==> config.mk <==
export PLATFORM = sky130hd
export DESIGN_NAME = btn_cond_flat
export DESIGN_NICKNAME = d
export VERILOG_FILES = /design/src/rtl/btn_cond_if.sv /design/src/rtl/btn_cond.sv /design/src/flat_wrapper.sv
export SDC_FILE = /design/constraint.sdc
export NUM_CORES = 1
export LEC_CHECK = 0
export ABC_CLOCK_PERIOD_IN_PS = 1850
export BUFFER_PORTS_ARGS = -buffer_cell sky130_fd_sc_hd__buf_2
export CORE_ASPECT_RATIO = 1.4
export CORE_MARGIN = 3
export CORE_UTILIZATION = 35
export DETAILED_ROUTE_END_ITERATION = 10
export PLACE_DENSITY_LB_ADDON = 0.1
export SLEW_MARGIN = 5
export SYNTH_ARGS = -nofsm -noshare
export SYNTH_HDL_FRONTEND = slang
export SYNTH_SLANG_ARGS = --single-unit
==> constraint.sdc <==
create_clock -name clk -period 1.85 [get_ports clk]
set_input_delay 0.0925 -clock clk [delete_from_list [all_inputs] [get_ports clk]]
set_output_delay 0.0925 -clock clk [all_outputs]
set_load 0.05 [all_outputs]
==> src/rtl/btn_cond_if.sv <==
// Button-conditioner signal bundle: raw pins and move strobe in, conditioned
// level / pulse / frame flags out. The master drives the pins, the slave conditions them.
interface btn_cond_if #(
  parameter int NBTN = 5
);
  logic [NBTN-1:0] btn_in;
  logic            move;
  logic [NBTN-1:0] btn_level;
  logic [NBTN-1:0] btn_pulse;
  logic [NBTN-1:0] btn_frame;

  modport master (
    output btn_in, move,
    input  btn_level, btn_pulse, btn_frame
  );

  modport slave (
    input  btn_in, move,
    output btn_level, btn_pulse, btn_frame
  );
endinterface

==> src/rtl/btn_cond.sv <==
// Per-button synchronizer, counter debouncer, rising-edge pulse and a press flag
// latched once per frame on the leading edge of the move strobe.
module btn_cond #(
  parameter int NBTN            = 5,
  parameter int DEBOUNCE_CYCLES = 1_000_000,
  parameter int CNT_W           = 20
) (
  input  logic       clk,
  input  logic       rst,
  btn_cond_if.slave  bus
);

  localparam logic [CNT_W-1:0] CNT_LAST = CNT_W'(DEBOUNCE_CYCLES - 1);

  logic [NBTN-1:0]            s1_q, s1_d;
  logic [NBTN-1:0]            s2_q, s2_d;
  logic [NBTN-1:0]            db_q, db_d;
  logic [NBTN-1:0][CNT_W-1:0] cnt_q, cnt_d;
  logic [NBTN-1:0]            pulse_q, pulse_d;
  logic [NBTN-1:0]            pend_q, pend_d;
  logic [NBTN-1:0]            frame_q, frame_d;
  logic                       move_q, move_d;

  logic [NBTN-1:0]            rise;
  logic                       fstb;

  // NOTE: every variable written here gets a default first, so no path can
  // leave one unassigned and infer a latch.
  always_comb begin
    s1_d   = bus.btn_in;
    s2_d   = s1_q;
    db_d   = db_q;
    cnt_d  = '0;
    rise   = '0;
    move_d = bus.move;
    fstb   = bus.move & ~move_q;

    for (int i = 0; i < NBTN; i++) begin
      // A sample agreeing with the debounced state leaves cnt at 0, which is
      // what restarts the count after any bounce.
      if (s2_q[i] != db_q[i]) begin
        if (cnt_q[i] == CNT_LAST) begin
          db_d[i] = s2_q[i];
          rise[i] = s2_q[i];
        end else begin
          cnt_d[i] = cnt_q[i] + 1'b1;
        end
      end
    end

    pulse_d = rise;

    // A rise coinciding with the strobe goes straight into this frame's flag.
    if (fstb) begin
      frame_d = pend_q | rise;
      pend_d  = '0;
    end else begin
      frame_d = frame_q;
      pend_d  = pend_q | rise;
    end
  end

  // NOTE: state updates use non-blocking assignments so every flop samples the
  // pre-edge values regardless of statement order.
  always_ff @(posedge clk) begin
    if (rst) begin
      s1_q    <= '0;
      s2_q    <= '0;
      db_q    <= '0;
      // NOTE: the counters are cleared too; a press held through reset must
      // restart a full debounce interval from zero.
      cnt_q   <= '0;
      pulse_q <= '0;
      pend_q  <= '0;
      frame_q <= '0;
      move_q  <= 1'b0;
    end else begin
      s1_q    <= s1_d;
      s2_q    <= s2_d;
      db_q    <= db_d;
      cnt_q   <= cnt_d;
      pulse_q <= pulse_d;
      pend_q  <= pend_d;
      frame_q <= frame_d;
      move_q  <= move_d;
    end
  end

  assign bus.btn_level = db_q;
  assign bus.btn_pulse = pulse_q;
  assign bus.btn_frame = frame_q;

endmodule
==> src/flat_wrapper.sv <==
// flat-port wrapper written by rule: the top's interface ports become plain ports
module btn_cond_flat 
#(
  parameter int NBTN            = 5,
  parameter int DEBOUNCE_CYCLES = 1_000_000,
  parameter int CNT_W           = 20
)
  (clk, rst, bus_btn_in, bus_move, bus_btn_level, bus_btn_pulse, bus_btn_frame);
  btn_cond_if #(.NBTN(NBTN)) bus_i ();
  input  logic clk;
  input  logic rst;
  input wire logic [$bits(bus_i.btn_in)-1:0] bus_btn_in;
  input wire logic [$bits(bus_i.move)-1:0] bus_move;
  output wire logic [$bits(bus_i.btn_level)-1:0] bus_btn_level;
  output wire logic [$bits(bus_i.btn_pulse)-1:0] bus_btn_pulse;
  output wire logic [$bits(bus_i.btn_frame)-1:0] bus_btn_frame;
  assign bus_i.btn_in = bus_btn_in;
  assign bus_i.move = bus_move;
  assign bus_btn_level = bus_i.btn_level;
  assign bus_btn_pulse = bus_i.btn_pulse;
  assign bus_btn_frame = bus_i.btn_frame;
  btn_cond #(.NBTN(NBTN), .DEBOUNCE_CYCLES(DEBOUNCE_CYCLES), .CNT_W(CNT_W)) u_core (.clk(clk), .rst(rst), .bus(bus_i));
endmodule
[Word level (Yosys, flattened, before mapping)]
Index checks and enable logic that the tools add are counted.
Storage, ports and cells
  flip-flop bits (word level): 131
  latch bits: 0
  bits in writable memories: 0
  memory bits (read-only): 0
  word-level logic and storage cells: 60
  memories: 0
Cells by class
  $add $sub $neg: 5
  multiply operators: 0
  div/mod/pow operators: 0
  magnitude comparators: 0
  eq/ne operators: 10
  shift operators: 0
  multiplexer cells: 10
  bitwise gates (word level): 8
  reduce and logical (&&, ||, !) cells: 11
Operators by type and width (number)
  $add A20 B1 Y20 const B: 5
  $eq A20 B20 Y1 const B: 5
  $reduce_or A3 Y1: 5
  $mux W1: 10
  $reduce_and A2 Y1: 5
  $not A1 Y1: 6
  $ne A1 B1 Y1: 5
  $or A5 B5 Y5: 1
  $reduce_or A2 Y1: 1
  $and A1 B1 Y1: 1

[Depth between registers and ports, before layout]
Gate-level depths: netlist of run 1.
  word-level depth: 4
  mapped depth: 7

[Worst setup path before layout of run 1]
OpenSTA, ideal clock, no wires.
  path kind: register to register
  start point: register u_core.cnt_q[8] (netlist bit)
  end point: register u_core.frame_q[0], in the netlist u_core.bus.btn_frame[0]
  library setup time: 0.074 ns
  data arrival time: 1.961 ns
  data required time: 1.776 ns
  path slack: -0.185 ns
  stages on the path, launching flop included: 5
  path buffers: 0
  clock period less this slack: 2.035 ns
  cell sequence: dfxtp_1 -> or4b_1 -> or4_4 -> or4_4 -> a31oi_2
On the way
  word-level cells in the longest chain between the ends: 4
RTL lines
  start, declared: line btn_cond.sv:18  | logic [NBTN-1:0][CNT_W-1:0] cnt_q, cnt_d;
  start signal, assigned: line btn_cond.sv:81  | cnt_q <= cnt_d;
  $eq A20 B20 Y1: line btn_cond.sv:42  | if (cnt_q[i] == CNT_LAST) begin
  $mux W1: line btn_cond.sv:42
  $mux W1: line btn_cond.sv:41  | if (s2_q[i] != db_q[i]) begin
  $or A5 B5 Y5: line btn_cond.sv:55  | frame_d = pend_q | rise;
  end signal, assigned: line btn_cond.sv:84  | frame_q <= frame_d;
  end, declared: line btn_cond.sv:21  | logic [NBTN-1:0] frame_q, frame_d;
Every way passes these cells.
A chain may end at the register's enable or synchronous reset.

[Final worst setup path of run 1]
Ends and elaborated chain as after synthesis.

==> impl_metrics.env, run 1 <==
export IMPL_insertedDiodeCount=0
export IMPL_yosys_most_used_dff="sky130_fd_sc_hd__dfxtp_1"
export IMPL_timing_critical_path_fanout_max=4
export IMPL_root_buffer="sky130_fd_sc_hd__clkbuf_16"
export IMPL_route_vias_total=4791
export IMPL_ant_nets=0
export IMPL_routability_cong=0.798
export IMPL_initial_core_util_pct=35.8
export IMPL_crit_arrival_ns=2.40
export IMPL_final_min_clock_period_ns=2.06
export IMPL_timing_hold_violations_final=0
export IMPL_multi_input_area_sq_mm=0.00297
export IMPL_synthDominantCellAreaShare_pct=46.7
export IMPL_post_synth_num_cell_types=49
export IMPL_leakage_component_of_the_power_nw=2.46
export IMPL_synth_warnings=0
export IMPL_timing_worst_setup_path_type="reg -> reg"
export IMPL_finalSetupViolations=24
export IMPL_grt_max_degree=21
export IMPL_unrepaired_setup_endpoints_after_global_routing="true"
export IMPL_finish_net_count=748
export IMPL_timing_critical_path_required_ns=2.19
export IMPL_cell_type_of_the_slowest_stage_on_the_worst_timing_path="sky130_fd_sc_hd__or4_4"
export IMPL_cell_breakdown_of_the_critical_path="or4b_1 > or4_4 > or4_4 > a31oi_2"
export IMPL_gr_total_overflow=0
export IMPL_first_iter_violations=172
export IMPL_numPortBuffers=22
export IMPL_ir_drop_v=0.000564
export IMPL_grt_first_pass_wirelength_microns=21600
export IMPL_timing_slew_headroom_pct=64.0
export IMPL_fillerInstances=1548
export IMPL_vias_per_cell=5.08
export IMPL_worst_clock_skew_ns=0.00530
export IMPL_power_switching_mw=1.30
export IMPL_cts_max_path_buffers=2
export IMPL_dieArea_sq_mm=0.0176
export IMPL_rows=54
export IMPL_failed_checks="negative setup slack"
export IMPL_internal_power_mw=4.84
export IMPL_highest_clock_frequency_the_design_can_meet_mhz=485
export IMPL_synth_yosys_seq_area_share_pct=46.7
export IMPL_asyncSetResetFlopFracSynth_pct=0
export IMPL_first_global_vias=4768
export IMPL_cts_max_level=4
export IMPL_postPlaceCellArea_sq_mm=0.00649
export IMPL_per_cell_routed_wire_length_microns=13.4
export IMPL_syn2layout_area_growth_pct=29.4
export IMPL_share_of_final_layout_standard_cells_stronger_than_drive_strength_1_pct=24.2
export IMPL_post_synth_instance_area_sq_mm=0.00561
export IMPL_die_h_microns=156
export IMPL_cts_tree="built"
export IMPL_cts_buffers=17
export IMPL_postSynthAreaPerCell_sq_um=8.91
export IMPL_layout_commonest_cell="sky130_fd_sc_hd__dfxtp_1"
export IMPL_syn_num_nets=643
export IMPL_core_area_sq_mm=0.0157
export IMPL_remaining_drc_errors=0
export IMPL_setup_worst_path_end_class="register"
export IMPL_worst_slew_pin_slew_ns=0.533
export IMPL_period_share_pct=111
export IMPL_io_pins=23
export IMPL_dieWidth_microns=113
export IMPL_r2r_slack_ns=-0.21
export IMPL_path_clk_slew_ns=0.06
export IMPL_post_synth_top_area_cell="sky130_fd_sc_hd__dfxtp_1"
export IMPL_drt_pass1_iter_count=4
export IMPL_drv_cap=0
export IMPL_power_frac_seq_pct=46.6
export IMPL_synth_top_cells_by_area="sky130_fd_sc_hd__dfxtp_1, sky130_fd_sc_hd__xor2_1, sky130_fd_sc_hd__nor2_1"
export IMPL_detail_route_wirelength_microns=12600
export IMPL_power_frac_comb_pct=2.3
export IMPL_post_route_cell_area_sq_mm=0.00727
export IMPL_ys_seq_elements=131
export IMPL_min_path_type="in -> reg"
export IMPL_timing_final_ws_setup_ns=-0.210
export IMPL_setup_worst_path_start_class="register"
export IMPL_tritoncts_num_sinks=131
export IMPL_totalPowerFinal_mw=6.14
export IMPL_crit_top_cell="sky130_fd_sc_hd__or4_4"
export IMPL_powerDensity_mw_per_mm2=845
export IMPL_cpPeakStageDelay_ns=0.54
export IMPL_synth_enable_flop_cells=0
export IMPL_layout_cells_most_common_list="sky130_fd_sc_hd__dfxtp_1, sky130_fd_sc_hd__nor2_1, sky130_fd_sc_hd__buf_4"
export IMPL_dp_hpwl_microns=9060
export IMPL_power_share_clock_pct=51.2
export IMPL_synthCells=630
export IMPL_clock_insertion_delay_worst_skew_ns=0.41
export IMPL_outcome="finished with violations"
export IMPL_grt_usage_pct=15.0
export IMPL_swShare_pct=21.2
export IMPL_antenna_found_initial=0
export IMPL_layout_area_seq_sq_mm=0.00264
export IMPL_slew_violations=0
power by group through the flow:
stage,Combinational (mW),Clock (mW),Sequential [mW]
2_1_floorplan,0.0591,0,2.94
3_3_place_gp,0.125,0,2.92
3_5_place_dp,0.126,0,2.92
4_1_cts,0.140,3.25,2.86
5_1_grt,0.154,3.38,2.86
6_report,0.140,3.14,2.86
cell type report:
class | instances | area share (%)
Multi-Input combinational cell | 464 | 40.8
Sequential cell | 131 | 36.3
Timing Repair Buffer | 104 | 11.0
Clock buffer | 22 | 6.53
Tap cell | 196 | 3.38
Clock inverter | 10 | 1.14
Inverter | 17 | 0.878
metrics by stage:
| step | setup TNS [ns] | utilization, % | std cells | hold slack [ns] | setup WS (ns) |
|---|---|---|---|---|---|
| floorplan | -1.66 | - | 630 | 0.221 | -0.182 |
| global placement | -4.21 | 41.4 | 897 | 0.312 | -0.209 |
| detailed placement | -4.38 | 41.4 | 897 | 0.311 | -0.220 |
| CTS | -3.70 | 45.6 | 937 | 0.0312 | -0.215 |
| global route | -5.61 | 46.4 | 944 | 0.0551 | -0.256 |
| finish | -4.03 | 46.4 | 944 | 0.0480 | -0.210 |
metal layers:
layer / part of all wire (%) / global-route usage, % / wire (microns)
met5: 0 / 0 / 0
met4: 1.8 / 5.78 / 224
met3: 2.9 / 4.35 / 372
met2: 51 / 26.1 / 6410
met1: 45 / 17.3 / 5640
worst paths after layout:
kind,from,cells past startpoint,end
max reg2reg,u_core.cnt_q[8],4,u_core.bus.btn_frame[0]
min,rst,2,u_core.bus.btn_pulse[1]
max,u_core.cnt_q[8],4,u_core.bus.btn_frame[0]
min reg2reg,u_core.s1_q[1],1,u_core.s2_q[1]
flip-flops by register name, summed over array words and instances (netlist names):
| signal | cells |
|---|---|
| u_core.bus.btn_frame | 5 |
| u_core.bus.btn_level | 5 |
| u_core.bus.btn_pulse | 5 |
| u_core.cnt_q | 100 |
| u_core.move_q | 1 |
| u_core.pend_q | 5 |
| u_core.s1_q | 5 |
| u_core.s2_q | 5 |
Yosys cell counts, types with 3 or more instances:
cell type / count
sky130_fd_sc_hd__nand4_1: 28
sky130_fd_sc_hd__inv_1: 17
sky130_fd_sc_hd__and2_1: 7
sky130_fd_sc_hd__nand2_1: 31
sky130_fd_sc_hd__ha_1: 5
sky130_fd_sc_hd__o21ai_0: 25
sky130_fd_sc_hd__or4_1: 17
sky130_fd_sc_hd__nand4b_1: 4
sky130_fd_sc_hd__nor3_1: 15
sky130_fd_sc_hd__nor4_1: 12
sky130_fd_sc_hd__nor2_1: 76
sky130_fd_sc_hd__or3_1: 20
sky130_fd_sc_hd__a31oi_1: 3
sky130_fd_sc_hd__nor2b_1: 16
sky130_fd_sc_hd__nand3_1: 35
sky130_fd_sc_hd__and3_1: 3
sky130_fd_sc_hd__buf_2: 5
sky130_fd_sc_hd__and4_1: 11
sky130_fd_sc_hd__nor4b_1: 4
sky130_fd_sc_hd__or2_2: 4
sky130_fd_sc_hd__xnor2_1: 30
sky130_fd_sc_hd__o31ai_1: 13
sky130_fd_sc_hd__dfxtp_1: 131
sky130_fd_sc_hd__nand2b_1: 3
sky130_fd_sc_hd__xor2_1: 33
sky130_fd_sc_hd__a21oi_1: 38
sky130_fd_sc_hd__clkbuf_1: 13
critical path: cells and delay by family (launching register included):
kind,cells,cell delay (ns)
flip-flops,1,0.31
AND/OR/NAND/NOR,3,1.51
AO/OA/AOI/OAI,1,0.16
timing repair:
item / 4_1_cts / 5_1_grt
hold buffers: 6 / 0
pin swaps: 4 / 10
cloned: 1 / 0
gates resized for setup: 7 / 22
setup buffers: 1 / 7
endpoints found under the hold margin: 6 / 0
setup endpoints to repair: 44 / 66
logic make-up (layout without fill, tap and decap cells):
logic type	after synthesis	after routing	share of synthesized area, %
adder cells (fa/ha/maj)	5	5	1.11
XOR/XNOR	63	63	9.83
buffers and inverters	35	153	2.45
AND/OR/NAND/NOR	304	304	30.2
AO/OA/AOI/OAI	92	92	9.67
flip-flops	131	131	46.7
(Power assumes the default switching activity.)
==> inputs of run 2 (changes only) <==
Settings changed: CORE_UTILIZATION 35 to 32, HOLD_SLACK_MARGIN set to 0.1, PLACE_DENSITY set to 0.56, PLACE_DENSITY_LB_ADDON 0.1 to unset.
==> run 2 against run 1 <==
  * The run still ends with negative setup slack left
  * Global-route usage decreased by 1.1 points
  * Total power increased by 3.2%
  * First-iteration DRC count increased by 63%
  * Routed wire length increased by 0.46%
  * Combinational power about the same
  * Critical endpoint unchanged
  * Non-clock buffer count decreased by 5
==> impl_metrics.env, run 2 (same netlist as run 1, synthesis figures left out) <==
export IMPL_drv_cap=0
export IMPL_per_cell_routed_wire_length_microns=13.0
export IMPL_setup_worst_path_end_class="register"
export IMPL_grt_usage_pct=13.9
export IMPL_fin_cells=975
export IMPL_cts_max_level=4
export IMPL_numPortBuffers=22
export IMPL_share_of_final_layout_standard_cells_stronger_than_drive_strength_1_pct=22.7
export IMPL_die_h_microns=163
export IMPL_timing_hold_violations_final=0
export IMPL_first_global_vias=4830
export IMPL_timing_critical_path_required_ns=2.20
export IMPL_layout_commonest_cell="sky130_fd_sc_hd__dfxtp_1"
export IMPL_final_min_clock_period_ns=2.08
export IMPL_dieWidth_microns=118
export IMPL_slew_violations=0
export IMPL_gr_total_overflow=0
export IMPL_rows=56
export IMPL_fillerInstances=1680
export IMPL_timing_critical_path_fanout_max=4
export IMPL_outcome="finished with violations"
export IMPL_remaining_drc_errors=0
export IMPL_insertedDiodeCount=0
export IMPL_min_path_type="in -> reg"
export IMPL_unrepaired_setup_endpoints_after_global_routing="true"
export IMPL_crit_arrival_ns=2.43
export IMPL_clock_insertion_delay_worst_skew_ns=0.43
export IMPL_finalSetupViolations=24
export IMPL_root_buffer="sky130_fd_sc_hd__clkbuf_16"
export IMPL_worst_slew_pin_slew_ns=0.540
export IMPL_cts_max_path_buffers=2
export IMPL_antenna_found_initial=0
export IMPL_tritoncts_num_sinks=131
export IMPL_ant_nets=0
export IMPL_path_clk_slew_ns=0.06
export IMPL_grt_max_degree=21
export IMPL_cts_buffers=17
export IMPL_drt_pass1_iter_count=4
export IMPL_highest_clock_frequency_the_design_can_meet_mhz=481
export IMPL_dp_hpwl_microns=9210
export IMPL_initial_core_util_pct=33.1
export IMPL_timing_worst_setup_path_type="reg -> reg"
export IMPL_detail_route_wirelength_microns=12700
export IMPL_dieArea_sq_mm=0.0192
export IMPL_ir_drop_v=0.000754
export IMPL_leakage_component_of_the_power_nw=2.43
export IMPL_timing_final_ws_setup_ns=-0.230
export IMPL_postPlaceCellArea_sq_mm=0.00650
export IMPL_powerDensity_mw_per_mm2=870
export IMPL_vias_per_cell=4.93
export IMPL_finish_net_count=743
export IMPL_first_iter_violations=280
export IMPL_route_vias_total=4802
export IMPL_post_route_cell_area_sq_mm=0.00728
export IMPL_setup_worst_path_start_class="register"
export IMPL_period_share_pct=112
export IMPL_max_flop_register="u_core.cnt_q"
export IMPL_syn2layout_area_growth_pct=29.7
export IMPL_timing_slew_headroom_pct=63.5
export IMPL_largest_register_ff_count=100
export IMPL_failed_checks="negative setup slack"
export IMPL_numPlacedInstances=928
export IMPL_cts_tree="built"
export IMPL_grt_first_pass_wirelength_microns=21800
export IMPL_worst_clock_skew_ns=0.00906
export IMPL_routability_cong=0.872
export IMPL_layout_cells_most_common_list="sky130_fd_sc_hd__dfxtp_1, sky130_fd_sc_hd__nor2_1, sky130_fd_sc_hd__buf_4"
export IMPL_io_pins=23
export IMPL_core_area_sq_mm=0.0170
## run 2: final cells by class
class | count | area (sq um) | share of cell area (%)
tap | 232 | 290 | 3.99
inverter | 17 | 63.8 | 0.876
clock inverter | 14 | 154 | 2.11
sequential | 131 | 2640 | 36.2
multi-input combinational | 464 | 2950 | 40.5
clock buffer | 18 | 439 | 6.03
timing repair buffer | 99 | 748 | 10.3
## run 2: path summary, 6_finish.rpt
kind                         start                 endpoint  slack (ns)  cells past startpoint
hold reg to reg     u_core.s1_q[3]           u_core.s2_q[3]        0.44                      1
hold / removal       bus_btn_in[2]           u_core.s1_q[2]        0.42                      3
setup / recovery  u_core.cnt_q[13]  u_core.bus.btn_frame[0]       -0.23                      4
setup reg to reg  u_core.cnt_q[13]  u_core.bus.btn_frame[0]       -0.23                      4
## run 2: repair_timing
item	CTS	global route
endpoints found under the hold margin	12	0
hold buffers	9	0
resized for setup	4	14
pin swaps	4	10
setup endpoints to repair	42	35
buffers inserted	1	5
## run 2: worst max-delay path: stages, from the launching register on
cell	delay, ns
sky130_fd_sc_hd__dfxtp_2	0.32
sky130_fd_sc_hd__or4b_1	0.50
sky130_fd_sc_hd__or4_4	0.56
sky130_fd_sc_hd__or4_4	0.46
sky130_fd_sc_hd__a31oi_2	0.17
## run 2: layer usage
layer	track usage [%]	vias to the layer above	routed length [microns]	share of wire [%]
met5	0	-	0	0
met4	6.29	0	250	2.0
met3	3.58	19	332	2.6
met2	25.8	53	6800	53
met1	14.8	2266	5320	42
li1	-	2464	-	-
## run 2: report_power, final
group,internal (mW),switching (mW),total [mW]
Clock,2.03,1.31,3.34
Sequential,2.84,0.0134,2.85
Combinational,0.0545,0.0824,0.137
## run 2: metrics by stage
| stage | TNS (ns) | hold WS [ns] | utilization, % | setup slack [ns] | power (mW) |
|---|---|---|---|---|---|
| global route | -5.70 | 0.443 | 42.9 | -0.284 | 6.54 |
| CTS | -3.62 | 0.398 | 42.5 | -0.233 | 6.41 |
| floorplan | -1.66 | 0.221 | - | -0.182 | 3.00 |
| detailed placement | -3.29 | 0.312 | 38.3 | -0.222 | 3.04 |
| finish | -3.53 | 0.415 | 42.9 | -0.230 | 6.33 |
| global placement | -3.34 | 0.305 | 38.3 | -0.206 | 3.04 |
==> inputs of run 3 (changes only) <==
Settings changed: CELL_PAD_IN_SITES_DETAIL_PLACEMENT set to 1, CELL_PAD_IN_SITES_GLOBAL_PLACEMENT set to 1, PLACE_DENSITY 0.56 to unset, PLACE_DENSITY_LB_ADDON set to 0.1.
==> run 3 against run 2 <==
  * Design area is 3.6% higher
  * First-iteration DRC count is 36% lower
  * The flow still finishes with violations (negative setup slack)
  * Register-to-register slack worse by 0.02 ns
  * Routed wire length is 15% higher
==> impl_metrics.env, run 3 (same netlist as run 1, synthesis figures left out) <==
export IMPL_cts_max_level=4
export IMPL_worst_slew_pin_slew_ns=0.568
export IMPL_unrepaired_setup_endpoints_after_global_routing="true"
export IMPL_drt_pass1_iter_count=4
export IMPL_dp_hpwl_microns=10500
export IMPL_tritoncts_num_sinks=131
export IMPL_rows=56
export IMPL_cell_breakdown_of_the_critical_path="or4b_1 > or4_4 > o211ai_1 > buf_4 > buf_8 > a21oi_2"
export IMPL_numPortBuffers=22
export IMPL_initial_core_util_pct=33.1
export IMPL_route_vias_total=4953
export IMPL_cts_max_path_buffers=2
export IMPL_cts_buffers=17
export IMPL_timing_critical_path_required_ns=2.14
export IMPL_detail_route_wirelength_microns=14600
export IMPL_final_min_clock_period_ns=2.10
export IMPL_die_h_microns=163
export IMPL_outcome="finished with violations"
export IMPL_grt_max_degree=21
export IMPL_highest_clock_frequency_the_design_can_meet_mhz=477
export IMPL_share_of_final_layout_standard_cells_stronger_than_drive_strength_1_pct=26.3
export IMPL_per_cell_routed_wire_length_microns=14.7
export IMPL_root_buffer="sky130_fd_sc_hd__clkbuf_16"
export IMPL_first_global_vias=5214
export IMPL_dieWidth_microns=118
export IMPL_period_share_pct=113
export IMPL_fin_hold_ws_ns=0.432
export IMPL_drv_cap=0
export IMPL_timing_worst_setup_path_type="reg -> reg"
export IMPL_tns_ns=-5.39
export IMPL_min_path_type="in -> reg"
export IMPL_grt_first_pass_wirelength_microns=24800
export IMPL_cell_type_of_the_slowest_stage_on_the_worst_timing_path="sky130_fd_sc_hd__or4_4"
export IMPL_fillerInstances=1966
export IMPL_totalPowerFinal_mw=6.79
export IMPL_vias_per_cell=5.01
export IMPL_cts_tree="built"
export IMPL_powerDensity_mw_per_mm2=899
export IMPL_failed_checks="negative setup slack"
export IMPL_timing_critical_path_buf_inv=2
export IMPL_timing_hold_violations_final=0
export IMPL_max_flop_register="u_core.cnt_q"
export IMPL_setup_worst_path_end_class="register"
export IMPL_timing_hold_worst_start="bus_btn_in[0]"
export IMPL_timing_final_ws_setup_ns=-0.247
export IMPL_insertedDiodeCount=0
export IMPL_ant_nets=0
export IMPL_dpl_worst_slack_ns=-0.230
export IMPL_crit_arrival_ns=2.39
export IMPL_numPlacedInstances=939
export IMPL_timing_slew_headroom_pct=61.8
export IMPL_path_clk_slew_ns=0.06
export IMPL_clock_insertion_delay_worst_skew_ns=0.41
export IMPL_timing_critical_path_fanout_max=7
export IMPL_leakage_component_of_the_power_nw=2.56
export IMPL_finalSetupViolations=24
export IMPL_first_iter_violations=178
export IMPL_setup_worst_path_start_class="register"
export IMPL_ir_drop_v=0.000572
export IMPL_critical_path_origin="u_core.cnt_q[13]"
export IMPL_utilization_pct=44.5
export IMPL_routability_cong=0.762
export IMPL_finish_net_count=757
export IMPL_dieArea_sq_mm=0.0192
export IMPL_remaining_drc_errors=0
export IMPL_antenna_found_initial=0
export IMPL_layout_cells_most_common_list="sky130_fd_sc_hd__dfxtp_1, sky130_fd_sc_hd__buf_4, sky130_fd_sc_hd__nor2_1"
export IMPL_layout_commonest_cell="sky130_fd_sc_hd__dfxtp_1"
export IMPL_syn2layout_area_growth_pct=34.4
export IMPL_worst_clock_skew_ns=0.00732
export IMPL_io_pins=23
export IMPL_fin_cells=989
export IMPL_slew_violations=0
export IMPL_grt_usage_pct=15.8
export IMPL_postPlaceCellArea_sq_mm=0.00658
export IMPL_category_of_cells_accounting_for_the_largest_share_of_critical_path_delay="simple AND/OR/NAND/NOR gates"
export IMPL_gr_total_overflow=0
export IMPL_post_route_cell_area_sq_mm=0.00754
export IMPL_reg2reg_launch_point="u_core.cnt_q[13]"
export IMPL_cpPeakStageDelay_ns=0.54
export IMPL_core_area_sq_mm=0.0170
export IMPL_largest_register_ff_count=100
## run 3: final timing paths
| kind | endpoint | slack [ns] | depth (start not counted) |
|---|---|---|---|
| setup reg to reg | u_core.cnt_q[19] | -0.25 | 6 |
| hold reg to reg | u_core.s2_q[0] | 0.44 | 1 |
| hold / removal | u_core.s1_q[0] | 0.43 | 3 |
| setup / recovery | u_core.cnt_q[19] | -0.25 | 6 |
## run 3: layout make-up
cell class | count | area (sq um) | share of cell area (%)
timing repair buffer | 113 | 872 | 11.6
inverter | 17 | 63.8 | 0.846
tap | 232 | 290 | 3.85
multi-input combinational | 464 | 3000 | 39.8
clock buffer | 23 | 498 | 6.60
clock inverter | 9 | 173 | 2.29
sequential | 131 | 2640 | 35.0
## run 3: power breakdown
group          switching, mW  total (mW)  leakage [nW]  internal, mW
sequential            0.0138        2.86          1.07          2.84
combinational         0.0887       0.148          1.17        0.0595
clock                   1.22        3.78         0.329          2.57
total                   1.32        6.79          2.56          5.47
## run 3: worst reg2reg max path, stage by stage (launching register included)
cell and delay, ns:
sky130_fd_sc_hd__dfxtp_2 0.32, sky130_fd_sc_hd__or4b_1 0.52, sky130_fd_sc_hd__or4_4 0.54, sky130_fd_sc_hd__o211ai_1 0.21, sky130_fd_sc_hd__buf_4 0.19, sky130_fd_sc_hd__buf_8 0.15, sky130_fd_sc_hd__a21oi_2 0.04
## run 3: repair_timing
action | in CTS | in global routing
endpoints found under the setup margin | 45 | 77
hold endpoints to repair | 12 | 0
pin swaps | 3 | 13
gates resized for setup | 20 | 23
setup buffers | 1 | 7
hold buffers | 9 | 0
cloned | 1 | 0
## run 3: layer usage
| layer | track usage (%) | part of all wire, % | routed length [microns] |
|---|---|---|---|
| met5 | 0 | 0 | 0 |
| met4 | 5.60 | 1.5 | 223 |
| met3 | 3.13 | 1.7 | 241 |
| met2 | 30.1 | 54 | 7890 |
| met1 | 17.3 | 43 | 6210 |
